## config.mk

```make
export PLATFORM = sky130hd
export DESIGN_NAME = clock_gate_divider_ctrl
export DESIGN_NICKNAME = d
export VERILOG_FILES = /design/src/rtl/clock_gate_divider_ctrl.sv
export SDC_FILE = /design/constraint.sdc
export NUM_CORES = 1
export LEC_CHECK = 0
export CORE_ASPECT_RATIO = 0.9
export CORE_MARGIN = 5
export CORE_UTILIZATION = 51
export CTS_CLUSTER_SIZE = 10
export DETAILED_ROUTE_END_ITERATION = 8
export HOLD_SLACK_MARGIN = 0.02
export PLACE_DENSITY = 0.82
export SLEW_MARGIN = 40
export SYNTH_ARGS = -nofsm -noshare
export SYNTH_HDL_FRONTEND = slang
export SYNTH_SLANG_ARGS = --single-unit
```

## constraint.sdc

```tcl
create_clock -name clock -period 3.1 [get_ports clock]
set_input_delay 0.62 -clock clock [delete_from_list [all_inputs] [get_ports clock]]
set_output_delay 0.62 -clock clock [all_outputs]
set_load 0.05 [all_outputs]
```

## src/rtl/clock_gate_divider_ctrl.sv

```systemverilog
// Enable sequencer for a ClockGater: one gated source pulse every divActive cycles.
// Optional pulse counter behind CLOCK_DIV_PULSE_COUNT_EN.
module clock_gate_divider_ctrl #(
  parameter int DIV_WIDTH   = 8,
  parameter int DEFAULT_DIV = 1
) (
  input  logic                 clock,
  input  logic                 reset,
  input  logic                 run,
  input  logic                 divReq_valid,
  input  logic [DIV_WIDTH-1:0] divReq_bits,
  output logic                 divReq_ready,
  output logic                 gateEnable,
  output logic [DIV_WIDTH-1:0] divActive,
  output logic                 updateDone,
  output logic                 running,
  output logic [31:0]          pulseCount
);
  localparam logic [DIV_WIDTH-1:0] DIV_RST = DIV_WIDTH'(DEFAULT_DIV);
  localparam logic [DIV_WIDTH-1:0] ONE     = DIV_WIDTH'(1);

  typedef enum logic [1:0] {STOPPED, RUNNING, STOPPING} state_t;

  state_t               state, state_d;
  logic [DIV_WIDTH-1:0] cnt, cnt_d, div_d, pend_div, pend_div_d;
  logic                 pending, pending_d, gate_d, done_d;
  logic                 boundary, accept;

  assign boundary = (cnt == divActive - ONE);
  assign accept   = divReq_valid && divReq_ready;

  always_comb begin
    state_d    = state;
    cnt_d      = cnt;
    div_d      = divActive;
    pend_div_d = pend_div;
    pending_d  = pending;
    done_d     = 1'b0;
    gate_d     = 1'b0;
    unique case (state)
      STOPPED: begin
        // idle: a pending ratio lands immediately, before any restart uses it
        if (pending) begin
          div_d     = pend_div;
          pending_d = 1'b0;
          done_d    = 1'b1;
        end
        if (run) begin
          state_d = RUNNING;
          cnt_d   = div_d - ONE;
        end
      end
      RUNNING, STOPPING: begin
        cnt_d = boundary ? '0 : cnt + ONE;
        if (boundary && pending) begin
          div_d     = pend_div;
          pending_d = 1'b0;
          done_d    = 1'b1;
        end
        if (run)
          state_d = RUNNING;
        else if (state == STOPPING && boundary)
          state_d = STOPPED;
        else
          state_d = STOPPING;
        // next cnt is 0 and we stay/return to RUNNING
        gate_d = run && boundary;
      end
      default: state_d = STOPPED;
    endcase
    // accept never coincides with apply: ready implies nothing is pending
    if (accept && divReq_bits != '0) begin
      pend_div_d = divReq_bits;
      pending_d  = 1'b1;
    end
  end

  always_ff @(posedge clock or posedge reset) begin
    if (reset) begin
      state        <= STOPPED;
      cnt          <= '0;
      gateEnable   <= 1'b0;
      divActive    <= DIV_RST;
      pend_div     <= '0;
      pending      <= 1'b0;
      divReq_ready <= 1'b1;
      updateDone   <= 1'b0;
      running      <= 1'b0;
    end else begin
      state        <= state_d;
      cnt          <= cnt_d;
      gateEnable   <= gate_d;
      divActive    <= div_d;
      pend_div     <= pend_div_d;
      pending      <= pending_d;
      divReq_ready <= ~pending_d;
      updateDone   <= done_d;
      running      <= (state_d != STOPPED);
    end
  end

`ifdef CLOCK_DIV_PULSE_COUNT_EN
  always_ff @(posedge clock or posedge reset) begin
    if (reset)
      pulseCount <= '0;
    else if (gateEnable)
      pulseCount <= pulseCount + 32'd1;
  end
`else
  assign pulseCount = '0;
`endif

endmodule
```

==> results of run 1 <==
==> metrics by stage <==
step	instances	utilization [%]
final	374	57.1
after global routing	374	57.1
after CTS	374	57.0
after detailed placement	366	55.3
after global placement	366	55.3
after floorplan	325	-
==> cells by family after synthesis <==
kind of cell / count (synthesis) / synth area share, %
compound gates: 76 / 22.2
xor+xnor: 12 / 4.18
fa+ha+maj: 6 / 2.98
buf+inv: 64 / 15.0
flops: 31 / 30.9
mux: 9 / 3.93
other cells: 1 / 0.149
simple gates: 95 / 20.6
==> routing by layer <==
| metal | track usage (%) | wire length, um | up-vias |
|---|---|---|---|
| li1 | - | - | 1053 |
| met1 | 28.4 | 2720 | 1069 |
| met2 | 30.3 | 2890 | 130 |
| met3 | 6.27 | 642 | 9 |
| met4 | 4.50 | 73 | 0 |
| met5 | 0 | 0 | - |
==> area by class of cell <==
class                           count  share of cell area, %
Clock buffer                        6                   2.64
Clock inverter                      2                  0.456
Inverter                           10                   1.37
Multi-Input combinational cell    230                   53.9
Sequential cell                    31                   28.4
Tap cell                           65                   2.96
Timing Repair Buffer               30                   10.3
==> critical path: cells and delay by family (launching register included) <==
kind                     cells  cell delay [ns]
AO/OA/AOI/OAI                3             0.80
AND/OR/NAND/NOR              2             0.76
flip-flops                   1             0.61
adder cells (fa/ha/maj)      1             0.30
buffers and inverters        1             0.10
==> cells in the mapped netlist (2+ instances only) <==
library cell               number
sky130_fd_sc_hd__a21oi_1       15
sky130_fd_sc_hd__a22oi_1        5
sky130_fd_sc_hd__a311oi_1       7
sky130_fd_sc_hd__and3_1         6
sky130_fd_sc_hd__buf_2          7
sky130_fd_sc_hd__buf_4         32
sky130_fd_sc_hd__clkbuf_1      12
sky130_fd_sc_hd__dfrtp_1       29
sky130_fd_sc_hd__dfstp_2        2
sky130_fd_sc_hd__ha_1           6
sky130_fd_sc_hd__inv_1         10
sky130_fd_sc_hd__mux2_2         7
sky130_fd_sc_hd__mux2i_1        2
sky130_fd_sc_hd__nand2_1       23
sky130_fd_sc_hd__nand3_1        4
sky130_fd_sc_hd__nand4_1        3
sky130_fd_sc_hd__nor2_1        13
sky130_fd_sc_hd__nor2b_1        7
sky130_fd_sc_hd__nor3_1        10
sky130_fd_sc_hd__nor3b_1        9
sky130_fd_sc_hd__nor4_1         9
sky130_fd_sc_hd__o211a_1        2
sky130_fd_sc_hd__o211ai_1      13
sky130_fd_sc_hd__o21ai_0        8
sky130_fd_sc_hd__o311ai_0       9
sky130_fd_sc_hd__o32ai_1        5
sky130_fd_sc_hd__or2_2          2
sky130_fd_sc_hd__or3_1          3
sky130_fd_sc_hd__xnor2_1        5
sky130_fd_sc_hd__xor2_1         7
==> flip-flops by register name (all words and copies together), names as in the netlist <==
register and cells:
updateDone 1, running 1, divActive 8, cnt 8, divReq_ready 1, gateEnable 1, pending 1, state 2
pend_div 8
==> how the worst max path moves through the flow <==
stage	depth (start not counted)	slack, ns	end
6_report	7	0.42	pending$_DFF_PP0_
5_1_grt	7	0.34	pending$_DFF_PP0_
4_1_cts	7	0.45	pending$_DFF_PP0_
3_5_place_dp	7	0.48	pending$_DFF_PP0_
3_3_place_gp	7	0.56	pending$_DFF_PP0_
2_1_floorplan	9	0.39	pending$_DFF_PP0_
==> impl_metrics.py, run 1 <==
metrics = {
    "clock_tree": {
        "post_cts_hold_buffer_count": 0,
        "clock_transition_at_the_register_clock_pins_on_the_worst_setup_and_hold_paths_after_cts_ns": 0.07,
        "clock_net_sink_count": 31,
        "cts_resized": 0,
        "cts-root-buf": "sky130_fd_sc_hd__clkbuf_8",
        "clock_tree.buffer_depth": 2,
        "clock_buffer_count_from_cts": 5,
        "postCtsSetupRepairBufs": 0,
        "cts_tree": "built",
        "ctsHtreeMaxLevel": 2,
        "clkLatencyLatePin_ns": 0.30,
    },
    "timing": {
        "fin_ws_ns": 0.422,
        "setup_tns_ns": 0,
        "tightest_slew_ns": 0.584,
        "final_min_period_ns": 2.68,
        "clock_skew_ns": 0.00424,
        "post-route-period-util_pct": 86.4,
        "maxSlewViolCount": 0,
        "final.hold.worst_slack_ns": 0.572,
        "grt_setup_unrepaired": "false",
        "report.final.hold_viol_count": 0,
        "timing.max_slew.rel_slack_pct": 61.0,
        "setup_viol": 0,
        "max_freq_mhz": 373,
    },
    "placed_design": {
        "input_output_buffers": 23,
        "placed_cell_area_um2": 2660,
        "place.gp.congestion": 0.950,
        "dpl.hpwl_um": 4350,
        "place_worst_setup_slack_ns": 0.479,
    },
    "critical_path": {
        "crit_path_max_incr_delay_ns": 0.61,
        "worst_setup_path_startpoint": "divActive[0]$_DFFE_PP1P_",
        "cp.arrival_ns": 2.86,
        "timing.reg2reg.setup_slack_ns": 0.42,
        "worst-r2r-cell-count": 7,
        "cp_cell_sequence": "inv_1 -> ha_1 -> nand2b_1 -> o211a_1 -> o31a_1 -> or3_1 -> a221o_1",
        "slowest_stage": "sky130_fd_sc_hd__dfstp_2",
        "crit_fanout": 10,
        "rr_startpoint": "divActive[0]$_DFFE_PP1P_",
        "critical_path.reg2reg.endpoint": "pending$_DFF_PP0_",
        "critical_path_class": "reg -> reg",
        "worstPathRequired_ns": 3.28,
        "end_kind": "flop",
        "worstSetupStartpointType": "flop",
    },
    "yosys": {
        "syn-instance-count": 294,
        "synthesis.area_um2": 2510,
        "largest_area_contributor_in_the_synthesized_netlist": "sky130_fd_sc_hd__dfrtp_1",
        "synth.ff_latch_count": 31,
        "synth_sequential_area_ratio_pct": 30.9,
        "synth_top_cells_by_area": "sky130_fd_sc_hd__dfrtp_1, sky130_fd_sc_hd__buf_4, sky130_fd_sc_hd__o211ai_1",
        "synth_largest_type_area_fraction_pct": 28.9,
        "synth_cell_type_count": 52,
        "postSynth.asyncResetShare_pct": 100,
        "synth-edff-count": 0,
        "post_synth.cell_area_avg_um2": 8.55,
        "number_of_warnings_issued_by_yosys": 0,
        "synth_flop_cell": "sky130_fd_sc_hd__dfrtp_1",
    },
    "finish": {
        "insertedDiodeCount": 0,
        "num-fill-cells": 433,
        "final_cell_mix": "sky130_fd_sc_hd__conb_1, sky130_fd_sc_hd__dfrtp_1, sky130_fd_sc_hd__nand2_1, sky130_fd_sc_hd__clkdlybuf4s50_1, sky130_fd_sc_hd__a21oi_1",
        "area_overhead_vs_synth_pct": 9.10,
        "finish.net_count": 326,
        "sequential_cell_area_um2": 778,
        "multi_input_area_um2": 1480,
        "final_instance_area_um2": 2740,
        "layout_commonest_cell": "sky130_fd_sc_hd__conb_1",
        "fraction_of_final_layout_cells_with_drive_strength_greater_than_1_pct": 9.71,
    },
    "status": {
        "status": "completed",
    },
    "flow_run": {
        "timing.max_cap.violations": 0,
    },
    "floorplan": {
        "rows": 24,
        "initial_util_pct": 52.3,
        "core_area_um2": 4800,
        "chipWidth_um": 84.0,
        "die_h_um": 76.6,
        "fp.dieArea_um2": 6440,
        "boundaryPins": 56,
    },
    "worst_hold_path": {
        "hold_class": "reg -> reg",
        "worst_hold_path.endpoint": "cnt[7]$_DFFE_PP0P_",
        "hold_depth": 2,
        "hold_start": "cnt[7]$_DFFE_PP0P_",
    },
    "drt": {
        "drt-pass1-iter-count": 5,
        "route.detailed.drc": 0,
        "vias_per_cell": 6.05,
        "postRouteAntennaNets": 0,
        "routedWlPerCell_um": 16.9,
        "vias": 2261,
        "drt_wl_total_um": 6330,
        "drt_iter0_drc": 249,
    },
    "global_route": {
        "gr-total-overflow": 0,
        "grtUsageTotal_pct": 20.2,
        "antenna_violations_before_repair": 0,
        "wire_length_of_the_first_global_routing_pass_um": 10600,
        "vias_in_the_first_global_route": 2068,
        "largest_net_degree_at_the_start_of_global_routing": 33,
    },
}
Power of run 1 is not shown: default switching activity piles up to over one toggle a cycle in this logic, so the estimate is an artifact.
==> run 2: changes to the inputs <==
Settings changed: CTS_CLUSTER_SIZE 10 to 16.
==> results of run 2 <==
Final layout, timing and power as in run 1 (identical DEF).
Power of run 2 is left out for the same reason.
==> run 3: changes to the inputs <==
Settings changed: ABC_AREA from default to 1, CAP_MARGIN from default to 20.
==> run 3 against run 2 <==
Against the previous run:
- worst setup slack better by 0.37 ns
- design area decreased by 2.7%
- via count is 8.0% lower
- critical path type is now reg -> out
- critical endpoint is now divActive[0]
- highest routed layer unchanged
==> impl_metrics.py, run 3 <==
metrics = {
    "clock_tree": {
        "clkLatencyLatePin_ns": 0.28,
        "clock_tree.buffer_depth": 2,
        "post_cts_hold_buffer_count": 0,
        "clock_net_sink_count": 31,
        "clock_transition_at_the_register_clock_pins_on_the_worst_setup_and_hold_paths_after_cts_ns": 0.06,
        "postCtsSetupRepairBufs": 0,
        "ctsHtreeMaxLevel": 2,
        "cts_tree": "built",
        "clock_buffer_count_from_cts": 5,
        "cts-root-buf": "sky130_fd_sc_hd__clkbuf_8",
        "cts_resized": 0,
    },
    "yosys": {
        "synth_top_cells_by_area": "sky130_fd_sc_hd__dfrtp_1, sky130_fd_sc_hd__nand2_1, sky130_fd_sc_hd__buf_4",
        "synth_flop_cell": "sky130_fd_sc_hd__dfrtp_1",
        "synth_largest_type_area_fraction_pct": 29.9,
        "synth_sequential_area_ratio_pct": 32.1,
        "yosysMostFrequentCell": "sky130_fd_sc_hd__nand2_1",
        "synthesis.area_um2": 2420,
        "largest_area_contributor_in_the_synthesized_netlist": "sky130_fd_sc_hd__dfrtp_1",
        "synth-edff-count": 0,
        "syn-instance-count": 337,
        "postSynth.asyncResetShare_pct": 100,
        "synth.ff_latch_count": 31,
        "post_synth.cell_area_avg_um2": 7.20,
        "synth_cell_type_count": 39,
        "synthTopCellsByCount": "sky130_fd_sc_hd__nand2_1, sky130_fd_sc_hd__nor2_1, sky130_fd_sc_hd__inv_1",
        "number_of_warnings_issued_by_yosys": 0,
    },
    "global_route": {
        "largest_net_degree_at_the_start_of_global_routing": 32,
        "vias_in_the_first_global_route": 1904,
        "gr-total-overflow": 0,
        "wire_length_of_the_first_global_routing_pass_um": 8490,
        "grtUsageTotal_pct": 17.8,
        "antenna_violations_before_repair": 0,
    },
    "status": {
        "status": "completed",
    },
    "floorplan": {
        "core_area_um2": 4520,
        "rows": 23,
        "fp.dieArea_um2": 6240,
        "boundaryPins": 56,
        "initial_util_pct": 53.7,
        "chipWidth_um": 82.7,
        "die_h_um": 75.4,
    },
    "drt": {
        "postRouteAntennaNets": 0,
        "vias_per_cell": 4.91,
        "drt_wl_total_um": 5100,
        "vias": 2080,
        "routedWlPerCell_um": 12.0,
        "drt-pass1-iter-count": 5,
        "drt_iter0_drc": 171,
        "route.detailed.drc": 0,
    },
    "finish": {
        "fraction_of_final_layout_cells_with_drive_strength_greater_than_1_pct": 10.5,
        "instances_no_fill": 424,
        "num-fill-cells": 425,
        "finish.net_count": 379,
        "top_regs": "cnt (8), divActive (8), pend_div (8)",
        "layout_commonest_cell": "sky130_fd_sc_hd__nand2_1",
        "final_cell_mix": "sky130_fd_sc_hd__nand2_1, sky130_fd_sc_hd__nor2_1, sky130_fd_sc_hd__inv_1",
        "area_overhead_vs_synth_pct": 10.1,
        "insertedDiodeCount": 0,
    },
    "critical_path": {
        "crit_path_max_incr_delay_ns": 0.83,
        "cp.arrival_ns": 1.68,
        "worstPathRequired_ns": 2.48,
        "worstPathBufferInverterCount": 1,
        "slowest_stage": "sky130_fd_sc_hd__clkdlybuf4s50_1",
        "crit_family": "buffers and inverters",
        "worstSetupStartpointType": "flop",
        "critical_path.reg2reg.endpoint": "cnt[3]$_DFFE_PP0P_",
        "crit_fanout": 5,
        "cp_cell_sequence": "clkdlybuf4s50_1",
        "end_kind": "output pin",
        "timing.reg2reg.setup_slack_ns": 0.86,
        "rr_startpoint": "state[1]$_DFF_PP0_",
        "critical_path_class": "reg -> out",
        "worst-r2r-cell-count": 7,
    },
    "placed_design": {
        "dpl.hpwl_um": 3940,
        "input_output_buffers": 23,
        "numPlacedInstances": 416,
        "place.gp.congestion": 0.860,
    },
    "worst_hold_path": {
        "worst_hold_path.endpoint": "pend_div[2]$_DFFE_PP0P_",
        "hold_depth": 2,
        "hold_class": "reg -> reg",
        "hold_start": "pend_div[2]$_DFFE_PP0P_",
    },
    "timing": {
        "grt_setup_unrepaired": "false",
        "setup_viol": 0,
        "post-route-period-util_pct": 74.3,
        "final_min_period_ns": 2.30,
        "final.hold.worst_slack_ns": 0.526,
        "tightest_slew_ns": 0.552,
        "max_freq_mhz": 434,
        "clock_skew_ns": 0.00401,
        "maxSlewViolCount": 0,
        "report.final.hold_viol_count": 0,
        "timing.max_slew.rel_slack_pct": 63.2,
        "setup_tns_ns": 0,
    },
    "flow_run": {
        "timing.max_cap.violations": 0,
    },
}
run 3: cell types whose count changed after synthesis, sizes merged, moves of 11 or more:
cell | before | now
o211ai | 13 | 0
nand2 | 23 | 76
clkbuf | 13 | 2
nand3 | 4 | 20
inv | 10 | 39
o21ai | 8 | 23
nor2 | 13 | 44
run 3: worst max path at each step:
stage,startpoint,end,cells past startpoint
5_1_grt,divActive[0]$_DFFE_PP1P_,divActive[3]$_DFFE_PP0P_,15
3_5_place_dp,run,cnt[3]$_DFFE_PP0P_,6
2_1_floorplan,divActive[0]$_DFFE_PP1P_,divActive[5]$_DFFE_PP0P_,16
4_1_cts,divActive[0]$_DFFE_PP1P_,divActive[0],1
6_report,divActive[0]$_DFFE_PP1P_,divActive[0],1
3_3_place_gp,run,cnt[3]$_DFFE_PP0P_,6
run 3: layout make-up:
type / count / area, um^2 / share of cell area, %
clock inverters: 1 / 5.00 / 0.187
inverters: 40 / 150 / 5.62
repair buffers: 26 / 253 / 9.47
well taps: 62 / 77.6 / 2.91
clock buffers: 7 / 76.3 / 2.86
flip-flops and latches: 31 / 778 / 29.1
multi-input cells: 257 / 1330 / 49.8
run 3: stage by stage:
step                setup slack [ns]  cell area (um^2)  util [%]
floorplan                      0.820              2540         -
global placement               0.648              2590      57.3
detailed placement             0.701              2590      57.3
CTS                            0.780              2670      59.1
global route                   0.718              2670      59.1
finish                         0.796              2670      59.1
run 3: kinds of logic after synthesis:
kind of cell | synth area share, %
fa+ha+maj | 3.10
compound gates | 13.2
buf+inv | 17.9
flops | 32.1
other cells | 0.155
xor+xnor | 3.92
mux | 0.464
simple gates | 29.3
run 3: routing by layer:
metal	track usage (%)	wire, um	up-vias
li1	-	-	1056
met1	23.6	2290	943
met2	29.3	2340	70
met3	3.78	370	11
met4	5.99	92	0
met5	0	0	-
Power of run 3 is left out for the same reason.
